[config.mk]
export PLATFORM = sky130hd
export DESIGN_NAME = uart_tx_arb_flat
export DESIGN_NICKNAME = d
export VERILOG_FILES = /design/src/rtl/uart_tx_arb_if.sv /design/src/rtl/uart_tx_arb.sv /design/src/flat_wrapper.sv
export SDC_FILE = /design/constraint.sdc
export NUM_CORES = 1
export LEC_CHECK = 0
export ABC_AREA = 1
export CAP_MARGIN = 25
export CORE_MARGIN = 2
export CORE_UTILIZATION = 50
export CTS_CLUSTER_SIZE = 25
export DETAILED_ROUTE_END_ITERATION = 10
export DONT_BUFFER_PORTS = 1
export SLEW_MARGIN = 10
export SYNTH_ARGS = -nofsm -noshare
export SYNTH_HDL_FRONTEND = slang
export SYNTH_SLANG_ARGS = --single-unit
export TNS_END_PERCENT = 10
[constraint.sdc]
create_clock -name clk -period 2.1 [get_ports clk]
set_clock_uncertainty 0.2 [all_clocks]
set_input_delay 0.21 -clock clk [delete_from_list [all_inputs] [get_ports clk]]
set_output_delay 0.21 -clock clk [all_outputs]
set_load 0.01 [all_outputs]
[src/rtl/uart_tx_arb_if.sv]
// uart_tx_arb_if: requester, configuration and uart_tx signal bundle for uart_tx_arb
interface uart_tx_arb_if #(parameter int NUM_REQ = 4);
  localparam int W = $clog2(NUM_REQ);
  logic [NUM_REQ-1:0] req;
  logic [NUM_REQ*8-1:0] req_data;
  logic [NUM_REQ-1:0] ack;
  logic [15:0] cfg_baud;
  logic [15:0] uart_cnt;
  logic uart_flag;
  logic [7:0] uart_data;
  logic uart_busy;
  logic tx_done;
  logic [W-1:0] tx_owner;
  logic start_err;
  modport master (
    output req, req_data, cfg_baud, uart_busy,
    input  ack, uart_cnt, uart_flag, uart_data, tx_done, tx_owner, start_err
  );
  modport slave (
    input  req, req_data, cfg_baud, uart_busy,
    output ack, uart_cnt, uart_flag, uart_data, tx_done, tx_owner, start_err
  );
endinterface

[src/rtl/uart_tx_arb.sv]
// uart_tx_arb: round-robin sharing of one uart_tx among NUM_REQ byte producers
module uart_tx_arb #(
  parameter int NUM_REQ  = 4,
  parameter int GAP_CYC  = 2,
  parameter int START_TO = 8
) (
  input logic clk,
  input logic rst,
  uart_tx_arb_if.slave bus
);
  localparam int W = $clog2(NUM_REQ);
  localparam logic [7:0] START_LAST = 8'(START_TO - 1);
  localparam logic [7:0] GAP_LAST = 8'((GAP_CYC == 0) ? 0 : GAP_CYC - 1);
  typedef enum logic [2:0] {IDLE, LAUNCH, WAIT_BUSY, WAIT_DONE, GAP} state_t;
  localparam state_t POST = (GAP_CYC == 0) ? IDLE : GAP;
  state_t state;
  logic [W-1:0] ptr, win;
  logic found;
  logic [7:0] cnt;
  // first set request strictly after the last winner, wrapping around
  always_comb begin
    win = ptr;
    found = 1'b0;
    for (int i = 1; i <= NUM_REQ; i++)
      if (!found && bus.req[W'((int'(ptr) + i) % NUM_REQ)]) begin
        win = W'((int'(ptr) + i) % NUM_REQ);
        found = 1'b1;
      end
  end
  always_ff @(posedge clk or posedge rst)
    if (rst) begin
      state <= IDLE;
      ptr <= W'(NUM_REQ - 1);
      cnt <= '0;
      bus.ack <= '0;
      bus.uart_flag <= 1'b0;
      bus.uart_data <= '0;
      bus.tx_done <= 1'b0;
      bus.start_err <= 1'b0;
      bus.tx_owner <= '0;
      bus.uart_cnt <= 16'd100;
    end else begin
      bus.ack <= '0;
      bus.uart_flag <= 1'b0;
      bus.tx_done <= 1'b0;
      bus.start_err <= 1'b0;
      case (state)
        IDLE: begin
          bus.uart_cnt <= bus.cfg_baud;
          if (found && !bus.uart_busy) begin
            bus.ack <= NUM_REQ'(1) << win;
            bus.uart_data <= bus.req_data[8*win +: 8];
            bus.tx_owner <= win;
            ptr <= win;
            state <= LAUNCH;
          end
        end
        LAUNCH: begin
          bus.uart_flag <= 1'b1;
          cnt <= '0;
          state <= WAIT_BUSY;
        end
        WAIT_BUSY:
          if (bus.uart_busy) state <= WAIT_DONE;
          else if (cnt == START_LAST) begin
            bus.start_err <= 1'b1;
            cnt <= '0;
            state <= POST;
          end else cnt <= cnt + 8'd1;
        WAIT_DONE:
          if (!bus.uart_busy) begin
            bus.tx_done <= 1'b1;
            cnt <= '0;
            state <= POST;
          end
        GAP: begin
          cnt <= cnt + 8'd1;
          state <= (cnt == GAP_LAST) ? IDLE : GAP;
        end
        default: state <= IDLE;
      endcase
    end
endmodule

[src/flat_wrapper.sv]
// flat-port wrapper written by rule: the top's interface ports become plain ports
module uart_tx_arb_flat 
#(
  parameter int NUM_REQ  = 4,
  parameter int GAP_CYC  = 2,
  parameter int START_TO = 8
)
  (clk, rst, bus_req, bus_req_data, bus_cfg_baud, bus_uart_busy, bus_ack, bus_uart_cnt, bus_uart_flag, bus_uart_data, bus_tx_done, bus_tx_owner, bus_start_err);
  uart_tx_arb_if #(.NUM_REQ(NUM_REQ)) bus_i ();
  input logic clk;
  input logic rst;
  input wire logic [$bits(bus_i.req)-1:0] bus_req;
  input wire logic [$bits(bus_i.req_data)-1:0] bus_req_data;
  input wire logic [$bits(bus_i.cfg_baud)-1:0] bus_cfg_baud;
  input wire logic [$bits(bus_i.uart_busy)-1:0] bus_uart_busy;
  output wire logic [$bits(bus_i.ack)-1:0] bus_ack;
  output wire logic [$bits(bus_i.uart_cnt)-1:0] bus_uart_cnt;
  output wire logic [$bits(bus_i.uart_flag)-1:0] bus_uart_flag;
  output wire logic [$bits(bus_i.uart_data)-1:0] bus_uart_data;
  output wire logic [$bits(bus_i.tx_done)-1:0] bus_tx_done;
  output wire logic [$bits(bus_i.tx_owner)-1:0] bus_tx_owner;
  output wire logic [$bits(bus_i.start_err)-1:0] bus_start_err;
  assign bus_i.req = bus_req;
  assign bus_i.req_data = bus_req_data;
  assign bus_i.cfg_baud = bus_cfg_baud;
  assign bus_i.uart_busy = bus_uart_busy;
  assign bus_ack = bus_i.ack;
  assign bus_uart_cnt = bus_i.uart_cnt;
  assign bus_uart_flag = bus_i.uart_flag;
  assign bus_uart_data = bus_i.uart_data;
  assign bus_tx_done = bus_i.tx_done;
  assign bus_tx_owner = bus_i.tx_owner;
  assign bus_start_err = bus_i.start_err;
  uart_tx_arb #(.NUM_REQ(NUM_REQ), .GAP_CYC(GAP_CYC), .START_TO(START_TO)) u_core (.clk(clk), .rst(rst), .bus(bus_i));
endmodule
==> impl_metrics.prom, run 1 <==
# TYPE chip_impl_metric gauge
chip_impl_metric{name="hpwl_after_detailed_placement",unit="mm"} 4.46
chip_impl_metric{name="achievable_freq",unit="MHz"} 468
chip_impl_info{name="crit-reg2reg-capture",value="u_core.bus.uart_data[6]$_DFFE_PP0P_"} 1
chip_impl_metric{name="worstPathArrival",unit="ns"} 2.13
chip_impl_info{name="timing.critical_path.to_type",value="flip-flop"} 1
chip_impl_metric{name="layout_worst_path_cycle_share",unit="%"} 102
chip_impl_metric{name="share_clk_of_total_power",unit="%"} 9.9
chip_impl_metric{name="floorplan.die_area",unit="sq mm"} 0.00564
chip_impl_metric{name="cpPeakStageDelay",unit="ns"} 0.59
chip_impl_metric{name="synth_cells",unit=""} 339
chip_impl_metric{name="route.vias.total",unit=""} 2502
chip_impl_metric{name="worst-r2r-setup-slack",unit="ns"} -0.04
chip_impl_metric{name="clock_tree.buffer_depth",unit=""} 2
chip_impl_info{name="hold_path.startpoint",value="bus_req_data[20]"} 1
chip_impl_metric{name="yosys_warnings",unit=""} 0
chip_impl_metric{name="synth-simple-area-share",unit="%"} 41.2
chip_impl_metric{name="syn-num-nets",unit=""} 396
chip_impl_metric{name="clock_insertion_delay_worst_skew",unit="ns"} 0.30
chip_impl_metric{name="drtAntennaViolNets",unit=""} 0
chip_impl_metric{name="worst-slew-pin-transition",unit="ns"} 0.548
chip_impl_metric{name="compound_gate_portion_of_the_synthesized_area",unit="%"} 4.50
chip_impl_metric{name="wl_per_cell",unit="um"} 14.3
chip_impl_metric{name="floorplan.initialDensity",unit="%"} 52.9
chip_impl_metric{name="detail_route.wirelength",unit="mm"} 6.84
chip_impl_metric{name="synth-seq-area-share",unit="%"} 45.7
chip_impl_metric{name="layout-area-overhead-vs-synth",unit="%"} 37.6
chip_impl_info{name="hold_class",value="in2reg"} 1
chip_impl_metric{name="swShare",unit="%"} 48.9
chip_impl_metric{name="worst_ep_required_time",unit="ns"} 2.10
chip_impl_metric{name="grt_pass1_vias",unit=""} 2359
chip_impl_metric{name="portBuffers",unit=""} 0
chip_impl_info{name="status",value="complete, but fails checks"} 1
chip_impl_metric{name="avgViaCountPerCell",unit=""} 5.22
chip_impl_info{name="leading_post_synthesis_cells_by_cell_area",value="dfrtp_1 41%, nand2_1 19%, nand3_1 11%, dfstp_2 5.2%, inv_1 3.6%"} 1
chip_impl_metric{name="final_util",unit="%"} 72.7
chip_impl_metric{name="syn-cell-area",unit="sq mm"} 0.00253
chip_impl_metric{name="ir_worst_vdd",unit="mV"} 1.10
chip_impl_metric{name="timing.final.max_slew_violations",unit=""} 0
chip_impl_metric{name="power.net_switching",unit="uW"} 2960
chip_impl_metric{name="cts_max_level",unit=""} 2
chip_impl_metric{name="synth.lib_cells_used.distinct",unit=""} 26
chip_impl_metric{name="design.core.area",unit="sq mm"} 0.00479
chip_impl_metric{name="internal_power",unit="uW"} 3090
chip_impl_metric{name="final.setup.worst_slack",unit="ns"} -0.0362
chip_impl_metric{name="die-width",unit="um"} 75.1
chip_impl_info{name="whs_endpoint",value="u_core.bus.uart_data[4]$_DFFE_PP0P_"} 1
chip_impl_metric{name="die_height",unit="um"} 75.1
chip_impl_info{name="timing.rr.start",value="u_core.ptr[0]$_DFFE_PP1P_"} 1
chip_impl_metric{name="power_density",unit="mW/mm^2"} 1740
chip_impl_metric{name="grt_usage",unit="%"} 24.4
chip_impl_metric{name="grt_first_pass_wirelength",unit="mm"} 10.6
chip_impl_metric{name="ys_ff_latch",unit=""} 46
chip_impl_metric{name="share_seq_of_total_power",unit="%"} 27.4
chip_impl_info{name="post-synth-top-count-cell",value="nand2_1"} 1
chip_impl_metric{name="xor_xnor_share_of_the_synthesized_area",unit="%"} 0.692
chip_impl_metric{name="clkSinkCount",unit=""} 46
chip_impl_metric{name="drt_pre_antenna_iters",unit=""} 4
chip_impl_info{name="tritoncts",value="yes"} 1
chip_impl_metric{name="drt_iter0_drc",unit=""} 162
chip_impl_metric{name="final.min_clock_period",unit="ns"} 2.14
chip_impl_metric{name="synthArstFlopShare",unit="%"} 100
chip_impl_info{name="startpoint_type",value="flip-flop"} 1
chip_impl_metric{name="number_of_nets_in_the_final_layout",unit=""} 468
chip_impl_info{name="critPathKind",value="reg2reg"} 1
chip_impl_metric{name="reg2reg_depth",unit=""} 14
chip_impl_info{name="synth.largest_area_cell",value="dfrtp_1"} 1
chip_impl_metric{name="worstHoldPathCells",unit=""} 4
chip_impl_metric{name="gp_congestion",unit=""} 0.807
chip_impl_info{name="critical-path-slowest-cell",value="dfstp_2"} 1
chip_impl_metric{name="synth.mux.area_fraction",unit="%"} 0
chip_impl_metric{name="share_comb_of_total_power",unit="%"} 62.7
chip_impl_info{name="synth_top_family_by_area",value="simple AND/OR/NAND/NOR gates"} 1
chip_impl_info{name="critical_path.cell_chain",value="buf_4 -> nand2_1 -> nand2_2 -> nand2_1 -> nand2_2 -> buf_6 -> nand2_4 -> nand2_2 -> nand2_4 -> buf_4 -> nand3_1 -> nand3_1 -> nand3_1 -> nand2_1"} 1
chip_impl_metric{name="setup_viol_count_final",unit=""} 7
chip_impl_info{name="failed_checks",value="negative setup slack"} 1
chip_impl_metric{name="fp-row-count",unit=""} 25
chip_impl_metric{name="fillers",unit=""} 404
chip_impl_metric{name="p_leak",unit="uW"} 0.00175
chip_impl_metric{name="global_route.overflow_total",unit=""} 0
chip_impl_metric{name="regArea",unit="sq mm"} 0.00116
chip_impl_info{name="synth_commonest_cells",value="126 x nand2_1, 56 x nand3_1, 41 x dfrtp_1, 24 x inv_1, 18 x nor2_1"} 1
chip_impl_metric{name="multiInputGateArea",unit="sq mm"} 0.00137
chip_impl_info{name="clk_root_buffer_cell",value="clkbuf_8"} 1
chip_impl_metric{name="antenna_cells_inserted",unit=""} 0
chip_impl_metric{name="cts_inserted_buffers",unit=""} 5
chip_impl_metric{name="synth_adder_area_share",unit="%"} 0.989
chip_impl_metric{name="worst-path-max-fanout",unit=""} 5
chip_impl_info{name="rsz0062_at_grt",value="yes"} 1
chip_impl_metric{name="fin_total_pwr",unit="uW"} 6050
chip_impl_metric{name="grt_max_degree",unit=""} 28
chip_impl_metric{name="post_cts_clock_slew_at_the_launch_and_capture_registers_of_the_worst_setup_and_hold_paths",unit="ns"} 0.08
chip_impl_metric{name="yosys.area.top_type_share",unit="%"} 40.6
chip_impl_info{name="ys.flop_type",value="dfrtp_1"} 1
chip_impl_metric{name="slew_headroom",unit="%"} 63.4
chip_impl_metric{name="antenna_found_initial",unit=""} 0
chip_impl_metric{name="synth_edf_count",unit=""} 0
chip_impl_metric{name="drive_gt1_share",unit="%"} 22.8
chip_impl_metric{name="number_of_hold_violations_in_the_final_report",unit=""} 0
chip_impl_metric{name="synth_area_per_cell",unit="sq um"} 7.46
chip_impl_metric{name="drc",unit=""} 0
chip_impl_metric{name="cap_violations",unit=""} 0
chip_impl_metric{name="ios",unit=""} 88
[cell type report]
cell class,instances,area share [%]
Sequential cell,46,33.2
Clock buffer,7,2.77
Timing Repair Buffer,70,18.7
Tap cell,67,2.41
Multi-Input combinational cell,259,39.3
Clock inverter,1,0.252
Inverter,29,3.34
[power groups by stage]
stage / logic [uW] / clock network, uW / registers [uW]
3_3_place_gp: 2880 / 0 / 1670
5_1_grt: 4180 / 654 / 1700
6_report: 3790 / 600 / 1660
3_5_place_dp: 2920 / 0 / 1670
4_1_cts: 3490 / 615 / 1650
2_1_floorplan: 2150 / 0 / 1600
[registers in the layout (all words and copies together), names as in the netlist]
register	flops
u_core.bus.ack	4
u_core.bus.start_err	1
u_core.bus.tx_done	1
u_core.bus.tx_owner	2
u_core.bus.uart_cnt	16
u_core.bus.uart_data	8
u_core.bus.uart_flag	1
u_core.cnt	8
u_core.ptr	2
u_core.state	3
[placed cells by master, fill, tap and decap left out]
master,count
or2_1,1
buf_4,27
nand3_4,3
clkbuf_8,7
a31oi_1,3
nand3b_1,2
o21ai_0,7
a21oi_1,9
nand2_2,11
nand2_1,116
inv_1,22
clkinv_4,1
nand2_4,10
nor2_4,1
nand4_1,1
nand2_8,1
inv_2,3
dlygate4sd3_1,35
nand3_2,10
buf_12,1
nor2_2,2
o21ai_4,1
nor2_1,18
o21ai_1,2
nor3_1,5
inv_4,3
buf_6,7
dfstp_2,5
nand3_1,51
dfrtp_1,41
ha_1,2
xor2_1,2
clkinv_1,1
nor3_2,1
[routing by layer]
layer  vias to the layer above  wire length (um)  GRT usage (%)
met3                        14               516           5.76
met1                      1160              2930           33.3
li1                       1239                 -              -
met5                         -                 0              0
met4                         0                89           5.46
met2                        89              3300           40.0
[what timing repair did]
item | CTS | global route
pin swaps | 9 | 8
hold endpoints to repair | 50 | 0
gates cloned | 3 | 1
resized for setup | 29 | 16
hold buffers | 35 | 0
setup endpoints to repair | 16 | 18
setup buffers | 7 | 1
[how the worst max path moves through the flow]
stage / end / slack (ns) / from
detailed placement: u_core.bus.uart_data[6]$_DFFE_PP0P_ / -0.24 / u_core.ptr[0]$_DFFE_PP1P_
finish: u_core.bus.uart_data[6]$_DFFE_PP0P_ / -0.04 / u_core.ptr[0]$_DFFE_PP1P_
global placement: u_core.ptr[1]$_DFFE_PP1P_ / -0.21 / u_core.ptr[0]$_DFFE_PP1P_
floorplan: u_core.bus.uart_data[0]$_DFFE_PP0P_ / 0.14 / u_core.ptr[0]$_DFFE_PP1P_
global route: u_core.bus.uart_data[6]$_DFFE_PP0P_ / -0.15 / u_core.ptr[0]$_DFFE_PP1P_
CTS: u_core.bus.uart_data[6]$_DFFE_PP0P_ / -0.01 / u_core.ptr[0]$_DFFE_PP1P_
[logic make-up after synthesis]
group,after synthesis
AOI/OAI and AO/OA,22
xor gates and xnor gates,2
adders and majority gates,2
buffers and inverters,37
DFF,46
and+or+nand+nor,230
[stage by stage]
| stage | worst slack, ns | TNS (ns) | instance area (sq um) | cells | hold slack [ns] |
|---|---|---|---|---|---|
| 3_5_place_dp | -0.238 | -3.09 | 2760 | 424 | -0.0217 |
| 4_1_cts | -0.0105 | -0.0267 | 3390 | 477 | 0.000878 |
| 3_3_place_gp | -0.207 | -2.26 | 2760 | 424 | -0.0351 |
| 2_1_floorplan | 0.138 | 0 | 2530 | 339 | 0.0764 |
| 5_1_grt | -0.147 | -1.29 | 3480 | 479 | 0.00455 |
| 6_report | -0.0362 | -0.150 | 3480 | 479 | 0.000720 |
[critical path, delay by kind of cell, from the launching register on]
| family | cells | cell delay [ns] |
|---|---|---|
| AND/OR/NAND/NOR | 11 | 0.82 |
| flip-flops | 1 | 0.59 |
| buffers and inverters | 3 | 0.42 |
(Power assumes the default switching activity.)
==> inputs of run 2 (changes only) <==
ABC_AREA = not set   (was 1)
==> run 2 against run 1 <==
  * The run now ends clean
  * Synthesized cell count down 41%
  * Cell area down 15%
  * Setup slack better by 0.11 ns
  * Sequential power up 4%
  * Clock-buffer cell count down 2
  * Maximum frequency up 5.2%
  * Cell count down 37%
  * Global-route usage down 3.8 points
  * Wire length down 21%
  * Power down 33%
  * Critical path type unchanged
==> impl_metrics.prom, run 2 <==
# TYPE chip_impl_metric gauge
chip_impl_metric{name="die-width",unit="um"} 72.5
chip_impl_metric{name="drtAntennaViolNets",unit=""} 0
chip_impl_metric{name="multiInputGateArea",unit="sq mm"} 0.00112
chip_impl_info{name="critPathKind",value="reg2reg"} 1
chip_impl_metric{name="drt_iter0_drc",unit=""} 65
chip_impl_info{name="synth.largest_area_cell",value="dfrtp_1"} 1
chip_impl_metric{name="portBuffers",unit=""} 0
chip_impl_metric{name="gp_congestion",unit=""} 0.762
chip_impl_metric{name="timing.final.max_slew_violations",unit=""} 0
chip_impl_metric{name="global_route.overflow_total",unit=""} 0
chip_impl_metric{name="fillers",unit=""} 344
chip_impl_metric{name="final.min_clock_period",unit="ns"} 2.03
chip_impl_metric{name="wl_per_cell",unit="um"} 17.8
chip_impl_metric{name="grt_usage",unit="%"} 20.6
chip_impl_metric{name="route.vias.total",unit=""} 1740
chip_impl_metric{name="number_of_hold_violations_in_the_final_report",unit=""} 0
chip_impl_metric{name="final.setup.worst_slack",unit="ns"} 0.0698
chip_impl_metric{name="pre_cts_ws",unit="ns"} -0.00781
chip_impl_metric{name="synth_edf_count",unit=""} 0
chip_impl_metric{name="detail_route.wirelength",unit="mm"} 5.38
chip_impl_metric{name="grt_pass1_vias",unit=""} 1739
chip_impl_metric{name="synth-seq-area-share",unit="%"} 49.3
chip_impl_metric{name="worst_ep_required_time",unit="ns"} 2.11
chip_impl_metric{name="ys_ff_latch",unit=""} 46
chip_impl_info{name="post-synth-top-count-cell",value="dfrtp_1"} 1
chip_impl_metric{name="setup_viol_count_final",unit=""} 0
chip_impl_metric{name="synth.lib_cells_used.distinct",unit=""} 53
chip_impl_metric{name="clock_insertion_delay_worst_skew",unit="ns"} 0.30
chip_impl_metric{name="numPlacedInstances",unit=""} 258
chip_impl_info{name="rsz0062_at_grt",value="yes"} 1
chip_impl_metric{name="layout_worst_path_cycle_share",unit="%"} 96.7
chip_impl_metric{name="worstHoldPathCells",unit=""} 3
chip_impl_metric{name="finalNonFillerCells",unit=""} 302
chip_impl_metric{name="cap_violations",unit=""} 0
chip_impl_metric{name="slew_headroom",unit="%"} 73.2
chip_impl_metric{name="floorplan.initialDensity",unit="%"} 52.8
chip_impl_metric{name="syn-num-nets",unit=""} 258
chip_impl_metric{name="synth_cells",unit=""} 201
chip_impl_info{name="hold_class",value="in2reg"} 1
chip_impl_metric{name="synth_area_per_cell",unit="sq um"} 11.7
chip_impl_metric{name="avgViaCountPerCell",unit=""} 5.76
chip_impl_info{name="final_common_cell",value="dfrtp_1"} 1
chip_impl_info{name="highest_count_cells_in_the_layout_ignoring_fill_and_taps",value="41 x dfrtp_1, 32 x dlygate4sd3_1, 17 x buf_4, 16 x mux2_2, 14 x mux2i_1"} 1
chip_impl_info{name="startpoint_type",value="flip-flop"} 1
chip_impl_metric{name="ios",unit=""} 88
chip_impl_metric{name="clock_tree.buffer_depth",unit=""} 2
chip_impl_metric{name="largest_register_ffs",unit=""} 16
chip_impl_info{name="synth_commonest_cells",value="41 x dfrtp_1, 16 x mux2_2, 16 x mux2i_1, 12 x nand2_1, 11 x a21oi_1"} 1
chip_impl_info{name="largest_register",value="u_core.bus.uart_cnt"} 1
chip_impl_metric{name="syn-cell-area",unit="sq mm"} 0.00235
chip_impl_metric{name="grt_max_degree",unit=""} 47
chip_impl_metric{name="clkSinkCount",unit=""} 46
chip_impl_metric{name="synthArstFlopShare",unit="%"} 100
chip_impl_metric{name="regArea",unit="sq mm"} 0.00116
chip_impl_metric{name="drt_pre_antenna_iters",unit=""} 4
chip_impl_metric{name="power_density",unit="mW/mm^2"} 1370
chip_impl_metric{name="hpwl_after_detailed_placement",unit="mm"} 3.52
chip_impl_metric{name="antenna_cells_inserted",unit=""} 0
chip_impl_metric{name="worst-slew-pin-transition",unit="ns"} 0.399
chip_impl_metric{name="layout-area-overhead-vs-synth",unit="%"} 26.3
chip_impl_metric{name="drc",unit=""} 0
chip_impl_metric{name="number_of_nets_in_the_final_layout",unit=""} 306
chip_impl_metric{name="grt_first_pass_wirelength",unit="mm"} 8.31
chip_impl_metric{name="die_height",unit="um"} 72.5
chip_impl_metric{name="post_cts_clock_slew_at_the_launch_and_capture_registers_of_the_worst_setup_and_hold_paths",unit="ns"} 0.09
chip_impl_metric{name="design.core.area",unit="sq mm"} 0.00444
chip_impl_info{name="tritoncts",value="yes"} 1
chip_impl_metric{name="fp-row-count",unit=""} 24
chip_impl_metric{name="p_leak",unit="uW"} 0.00128
chip_impl_info{name="top_regs",value="u_core.bus.uart_cnt x16, u_core.bus.uart_data x8, u_core.cnt x8"} 1
chip_impl_metric{name="ir_worst_vdd",unit="mV"} 0.808
chip_impl_metric{name="placed_area",unit="sq mm"} 0.00249
chip_impl_metric{name="cts_max_level",unit=""} 2
chip_impl_metric{name="reg2reg_depth",unit=""} 6
chip_impl_metric{name="worst-path-max-fanout",unit=""} 14
chip_impl_metric{name="whs",unit="ns"} 0.00779
chip_impl_info{name="leading_post_synthesis_cells_by_cell_area",value="dfrtp_1 44%, mux2_2 7.7%, mux2i_1 6.8%, dfstp_2 5.6%, a21oi_1 2.3%"} 1
chip_impl_info{name="clk_root_buffer_cell",value="clkbuf_8"} 1
chip_impl_metric{name="achievable_freq",unit="MHz"} 493
chip_impl_info{name="timing.critical_path.to_type",value="flip-flop"} 1
chip_impl_info{name="status",value="complete, no violations"} 1
chip_impl_metric{name="worstPathArrival",unit="ns"} 2.05
chip_impl_metric{name="yosys.area.top_type_share",unit="%"} 43.7
chip_impl_metric{name="post-route-cell-area",unit="sq mm"} 0.00296
chip_impl_metric{name="cts_inserted_buffers",unit=""} 5
chip_impl_info{name="ys.flop_type",value="dfrtp_1"} 1
chip_impl_metric{name="antenna_found_initial",unit=""} 0
chip_impl_metric{name="floorplan.die_area",unit="sq mm"} 0.00526
chip_impl_metric{name="drive_gt1_share",unit="%"} 26.4
chip_impl_metric{name="yosys_warnings",unit=""} 0
==> run 2: cell count changes in the layout (fill, tap and decap cells not counted), moves of 11 or more <==
| cell | delta |
|---|---|
| inv_1 | -17 |
| mux2_2 | +16 |
| mux2i_1 | +14 |
| nand2_1 | -104 |
| nand2_2 | -11 |
| nand3_1 | -47 |
==> run 2: critical path, stage by stage (launching register included) <==
cell and delay (ns):
dfstp_2 0.62, mux2i_1 0.30, a221oi_4 0.11, buf_12 0.17
buf_4 0.14, and3b_1 0.18, o31ai_1 0.21
==> run 2: repair_timing <==
| item | 4_1_cts | 5_1_grt |
|---|---|---|
| cloned | 0 | 0 |
| endpoints found under the hold margin | 78 | 0 |
| pin swaps | 1 | 3 |
| setup buffers | 1 | 3 |
| endpoints found under the setup margin | 1 | 9 |
| hold buffers | 32 | 0 |
| resized for setup | 0 | 2 |
==> run 2: cells by family (layout without fill, tap and decap cells) <==
family                     after synthesis  after routing  synth area share [%]
buffers and inverters                   16             65                  3.84
DFF                                     46             46                  49.3
xor gates and xnor gates                 4              4                  1.49
adders and majority gates                2              2                  1.07
AOI/OAI and AO/OA                       45             45                  15.1
muxes                                   32             32                  14.5
and+or+nand+nor                         56             56                  14.7
==> run 2: path summary, 6_finish.rpt <==
check | to | slack [ns] | startpoint
max in group asynchronous | u_core.bus.uart_cnt[6]$_DFFE_PP1P_ | 1.21 | rst
min in group asynchronous | u_core.bus.uart_cnt[12]$_DFFE_PP0P_ | 0.22 | rst
min reg2reg | u_core.cnt[1]$_DFFE_PP0P_ | 0.34 | u_core.cnt[1]$_DFFE_PP0P_
min | u_core.bus.uart_data[6]$_DFFE_PP0P_ | 0.008 | bus_req_data[30]
max reg2reg | u_core.bus.uart_data[7]$_DFFE_PP0P_ | 0.07 | u_core.ptr[1]$_DFFE_PP1P_
max | u_core.bus.uart_data[7]$_DFFE_PP0P_ | 0.07 | u_core.ptr[1]$_DFFE_PP1P_
==> run 2: cell type report <==
| class | instances | share of cell area [%] |
|---|---|---|
| clock inverter | 3 | 1.48 |
| clock buffer | 5 | 2.32 |
| timing repair buffer | 51 | 16.5 |
| multi-input combinational | 139 | 37.7 |
| sequential | 46 | 39.0 |
| inverter | 6 | 0.760 |
| tap | 52 | 2.20 |
==> run 2: metal layers <==
metal	GRT usage [%]	vias up	part of all wire (%)
met1	25.0	847	41
met5	0	-	0
li1	-	824	-
met2	36.8	64	52
met3	5.28	5	6.9
met4	4.94	0	0.89
==> run 2: per-stage QoR <==
step	util (%)	TNS (ns)	total power (uW)
global route	66.7	-0.0184	4320
finish	66.7	0	4060
detailed placement	56.1	-0.00781	3290
CTS	66.0	0	4010
global placement	56.1	0	3190
floorplan	-	0	2880
==> run 2: where the power goes <==
part           switching, uW  internal [uW]
Clock                    308            357
Combinational            782            889
Sequential               443           1280
==> inputs of run 3 (changes only) <==
clock period = 2.5 ns   (was 2.1 ns; I/O delays follow)
==> run 3 against run 2 <==
  * Worst hold slack gained 0.031 ns
  * Highest routed layer unchanged
  * Cell count shrank 4.0%
  * Wire length shrank 6.2%
==> impl_metrics.prom, run 3 (same netlist as run 2, synthesis figures left out) <==
# TYPE chip_impl_metric gauge
chip_impl_metric{name="ir_worst_vdd",unit="mV"} 0.438
chip_impl_metric{name="cpPeakStageDelay",unit="ns"} 0.62
chip_impl_metric{name="avgViaCountPerCell",unit=""} 5.77
chip_impl_metric{name="setup_viol_count_final",unit=""} 0
chip_impl_metric{name="finalNonFillerCells",unit=""} 290
chip_impl_metric{name="number_of_nets_in_the_final_layout",unit=""} 294
chip_impl_metric{name="worst_ep_required_time",unit="ns"} 2.50
chip_impl_info{name="critical_path.cell_chain",value="mux2i_1 -> a221oi_4 -> buf_12 -> mux2i_1 -> a22oi_2 -> o21a_1"} 1
chip_impl_info{name="critPathKind",value="reg2reg"} 1
chip_impl_metric{name="finalSetupTns",unit="ns"} 0
chip_impl_metric{name="whs",unit="ns"} 0.0393
chip_impl_metric{name="timing.final.max_slew_violations",unit=""} 0
chip_impl_metric{name="floorplan.die_area",unit="sq mm"} 0.00526
chip_impl_metric{name="layout_worst_path_cycle_share",unit="%"} 88.0
chip_impl_info{name="timing.critical_path.to_type",value="flip-flop"} 1
chip_impl_metric{name="slew_headroom",unit="%"} 61.5
chip_impl_metric{name="final.min_clock_period",unit="ns"} 2.20
chip_impl_metric{name="detail_route.wirelength",unit="mm"} 5.05
chip_impl_metric{name="die-width",unit="um"} 72.5
chip_impl_metric{name="clkSinkCount",unit=""} 46
chip_impl_metric{name="grt_max_degree",unit=""} 47
chip_impl_metric{name="drive_gt1_share",unit="%"} 22.3
chip_impl_info{name="largest_register",value="u_core.bus.uart_cnt"} 1
chip_impl_info{name="rsz0062_at_grt",value="no"} 1
chip_impl_metric{name="route.vias.total",unit=""} 1673
chip_impl_metric{name="hpwl_after_detailed_placement",unit="mm"} 3.44
chip_impl_metric{name="drc",unit=""} 0
chip_impl_metric{name="floorplan.initialDensity",unit="%"} 52.8
chip_impl_metric{name="global_route.overflow_total",unit=""} 0
chip_impl_metric{name="drt_pre_antenna_iters",unit=""} 4
chip_impl_info{name="clk_root_buffer_cell",value="clkbuf_8"} 1
chip_impl_metric{name="gp_congestion",unit=""} 0.723
chip_impl_metric{name="numPlacedInstances",unit=""} 250
chip_impl_metric{name="combined_buffer_and_inverter_count_along_the_critical_path",unit=""} 1
chip_impl_metric{name="achievable_freq",unit="MHz"} 454
chip_impl_metric{name="worst-slew-pin-transition",unit="ns"} 0.574
chip_impl_info{name="top_regs",value="u_core.bus.uart_cnt x16, u_core.bus.uart_data x8, u_core.cnt x8"} 1
chip_impl_metric{name="design.core.area",unit="sq mm"} 0.00444
chip_impl_metric{name="number_of_hold_violations_in_the_final_report",unit=""} 0
chip_impl_metric{name="largest_register_ffs",unit=""} 16
chip_impl_info{name="critical-path-slowest-cell",value="dfstp_2"} 1
chip_impl_metric{name="cts_max_level",unit=""} 2
chip_impl_metric{name="layout-area-overhead-vs-synth",unit="%"} 21.1
chip_impl_metric{name="final_util",unit="%"} 63.9
chip_impl_metric{name="pre_cts_ws",unit="ns"} 0.308
chip_impl_metric{name="grt_first_pass_wirelength",unit="mm"} 7.91
chip_impl_metric{name="portBuffers",unit=""} 0
chip_impl_metric{name="p_leak",unit="uW"} 0.00120
chip_impl_metric{name="antenna_found_initial",unit=""} 0
chip_impl_metric{name="post_cts_clock_slew_at_the_launch_and_capture_registers_of_the_worst_setup_and_hold_paths",unit="ns"} 0.09
chip_impl_info{name="startpoint_type",value="flip-flop"} 1
chip_impl_metric{name="fillers",unit=""} 353
chip_impl_metric{name="cts_inserted_buffers",unit=""} 5
chip_impl_info{name="status",value="complete, no violations"} 1
chip_impl_metric{name="final.setup.worst_slack",unit="ns"} 0.300
chip_impl_info{name="final_common_cell",value="dfrtp_1"} 1
chip_impl_info{name="cp_top_family",value="compound AO/OA/AOI/OAI gates"} 1
chip_impl_metric{name="drt_iter0_drc",unit=""} 72
chip_impl_info{name="hold_class",value="in2reg"} 1
chip_impl_metric{name="antenna_cells_inserted",unit=""} 0
chip_impl_metric{name="multiInputGateArea",unit="sq mm"} 0.00111
chip_impl_info{name="critPathMostFrequentCell",value="mux2i_1"} 1
chip_impl_metric{name="worst-path-max-fanout",unit=""} 16
chip_impl_metric{name="clock_tree.buffer_depth",unit=""} 2
chip_impl_metric{name="grt_pass1_vias",unit=""} 1736
chip_impl_metric{name="die_height",unit="um"} 72.5
chip_impl_metric{name="post-cts-setup-buffer-count",unit=""} 0
chip_impl_info{name="highest_count_cells_in_the_layout_ignoring_fill_and_taps",value="41 x dfrtp_1, 31 x dlygate4sd3_1, 16 x mux2_2, 16 x mux2i_1, 12 x nand2_1"} 1
chip_impl_metric{name="drtAntennaViolNets",unit=""} 0
chip_impl_info{name="tritoncts",value="yes"} 1
chip_impl_metric{name="grt_usage",unit="%"} 19.6
chip_impl_metric{name="regArea",unit="sq mm"} 0.00116
chip_impl_metric{name="wl_per_cell",unit="um"} 17.4
chip_impl_metric{name="worstPathArrival",unit="ns"} 2.20
chip_impl_metric{name="clock_insertion_delay_worst_skew",unit="ns"} 0.30
chip_impl_metric{name="ios",unit=""} 88
chip_impl_metric{name="fp-row-count",unit=""} 24
chip_impl_metric{name="power_density",unit="mW/mm^2"} 1120
chip_impl_metric{name="cap_violations",unit=""} 0
[run 3: final timing paths]
path | startpoint | to | slack (ns) | cells after the start
min in group asynchronous | rst | u_core.bus.uart_cnt[0]$_DFFE_PP0P_ | 0.14 | 2
max in group asynchronous | rst | u_core.ptr[0]$_DFFE_PP1P_ | 1.42 | 3
worst max register to register | u_core.ptr[1]$_DFFE_PP1P_ | u_core.bus.uart_data[0]$_DFFE_PP0P_ | 0.30 | 6
worst min register to register | u_core.cnt[1]$_DFFE_PP0P_ | u_core.cnt[1]$_DFFE_PP0P_ | 0.34 | 2
worst min-delay path | bus_req_data[29] | u_core.bus.uart_data[5]$_DFFE_PP0P_ | 0.04 | 3
worst max-delay path | u_core.ptr[1]$_DFFE_PP1P_ | u_core.bus.uart_data[0]$_DFFE_PP0P_ | 0.30 | 6
[run 3: layout make-up]
cell class                      instances  share of cell area (%)
Clock buffer                            5                    2.42
Clock inverter                          3                   0.749
Inverter                                6                   0.793
Multi-Input combinational cell        139                    39.1
Sequential cell                        46                    40.7
Tap cell                               52                    2.29
Timing Repair Buffer                   39                    13.9
[run 3: timing repair]
action                    4_1_cts  5_1_grt
hold buffers                   31        0
hold endpoints to repair       72        0
gates resized for setup         0        0
[run 3: worst reg2reg max path: cells and delay by family (launching register included)]
family / cells / cell delay [ns]
AO/OA/AOI/OAI: 3 / 0.67
buffers and inverters: 1 / 0.22
flip-flops: 1 / 0.62
multiplexers: 2 / 0.40
[run 3: layer usage]
metal	GRT usage, %	routed length, um	vias up
met3	6.94	424	6
met2	33.3	2480	64
met4	6.79	53	0
li1	-	-	805
met1	23.2	2090	798
met5	0	0	-
[run 3: report_power, final]
part	leakage, uW	internal, uW	total, uW	switching (uW)
Combinational	0.000599	655	1280	627
Sequential	0.000561	1080	1430	356
Clock	0.0000441	197	454	257
[run 3: per-stage QoR]
| step | area [sq um] | total power (uW) |
|---|---|---|
| final | 2840 | 3170 |
| after global routing | 2840 | 3400 |
| after CTS | 2820 | 3180 |
| after detailed placement | 2420 | 2690 |
| after global placement | 2420 | 2610 |
| after floorplan | 2350 | 2420 |
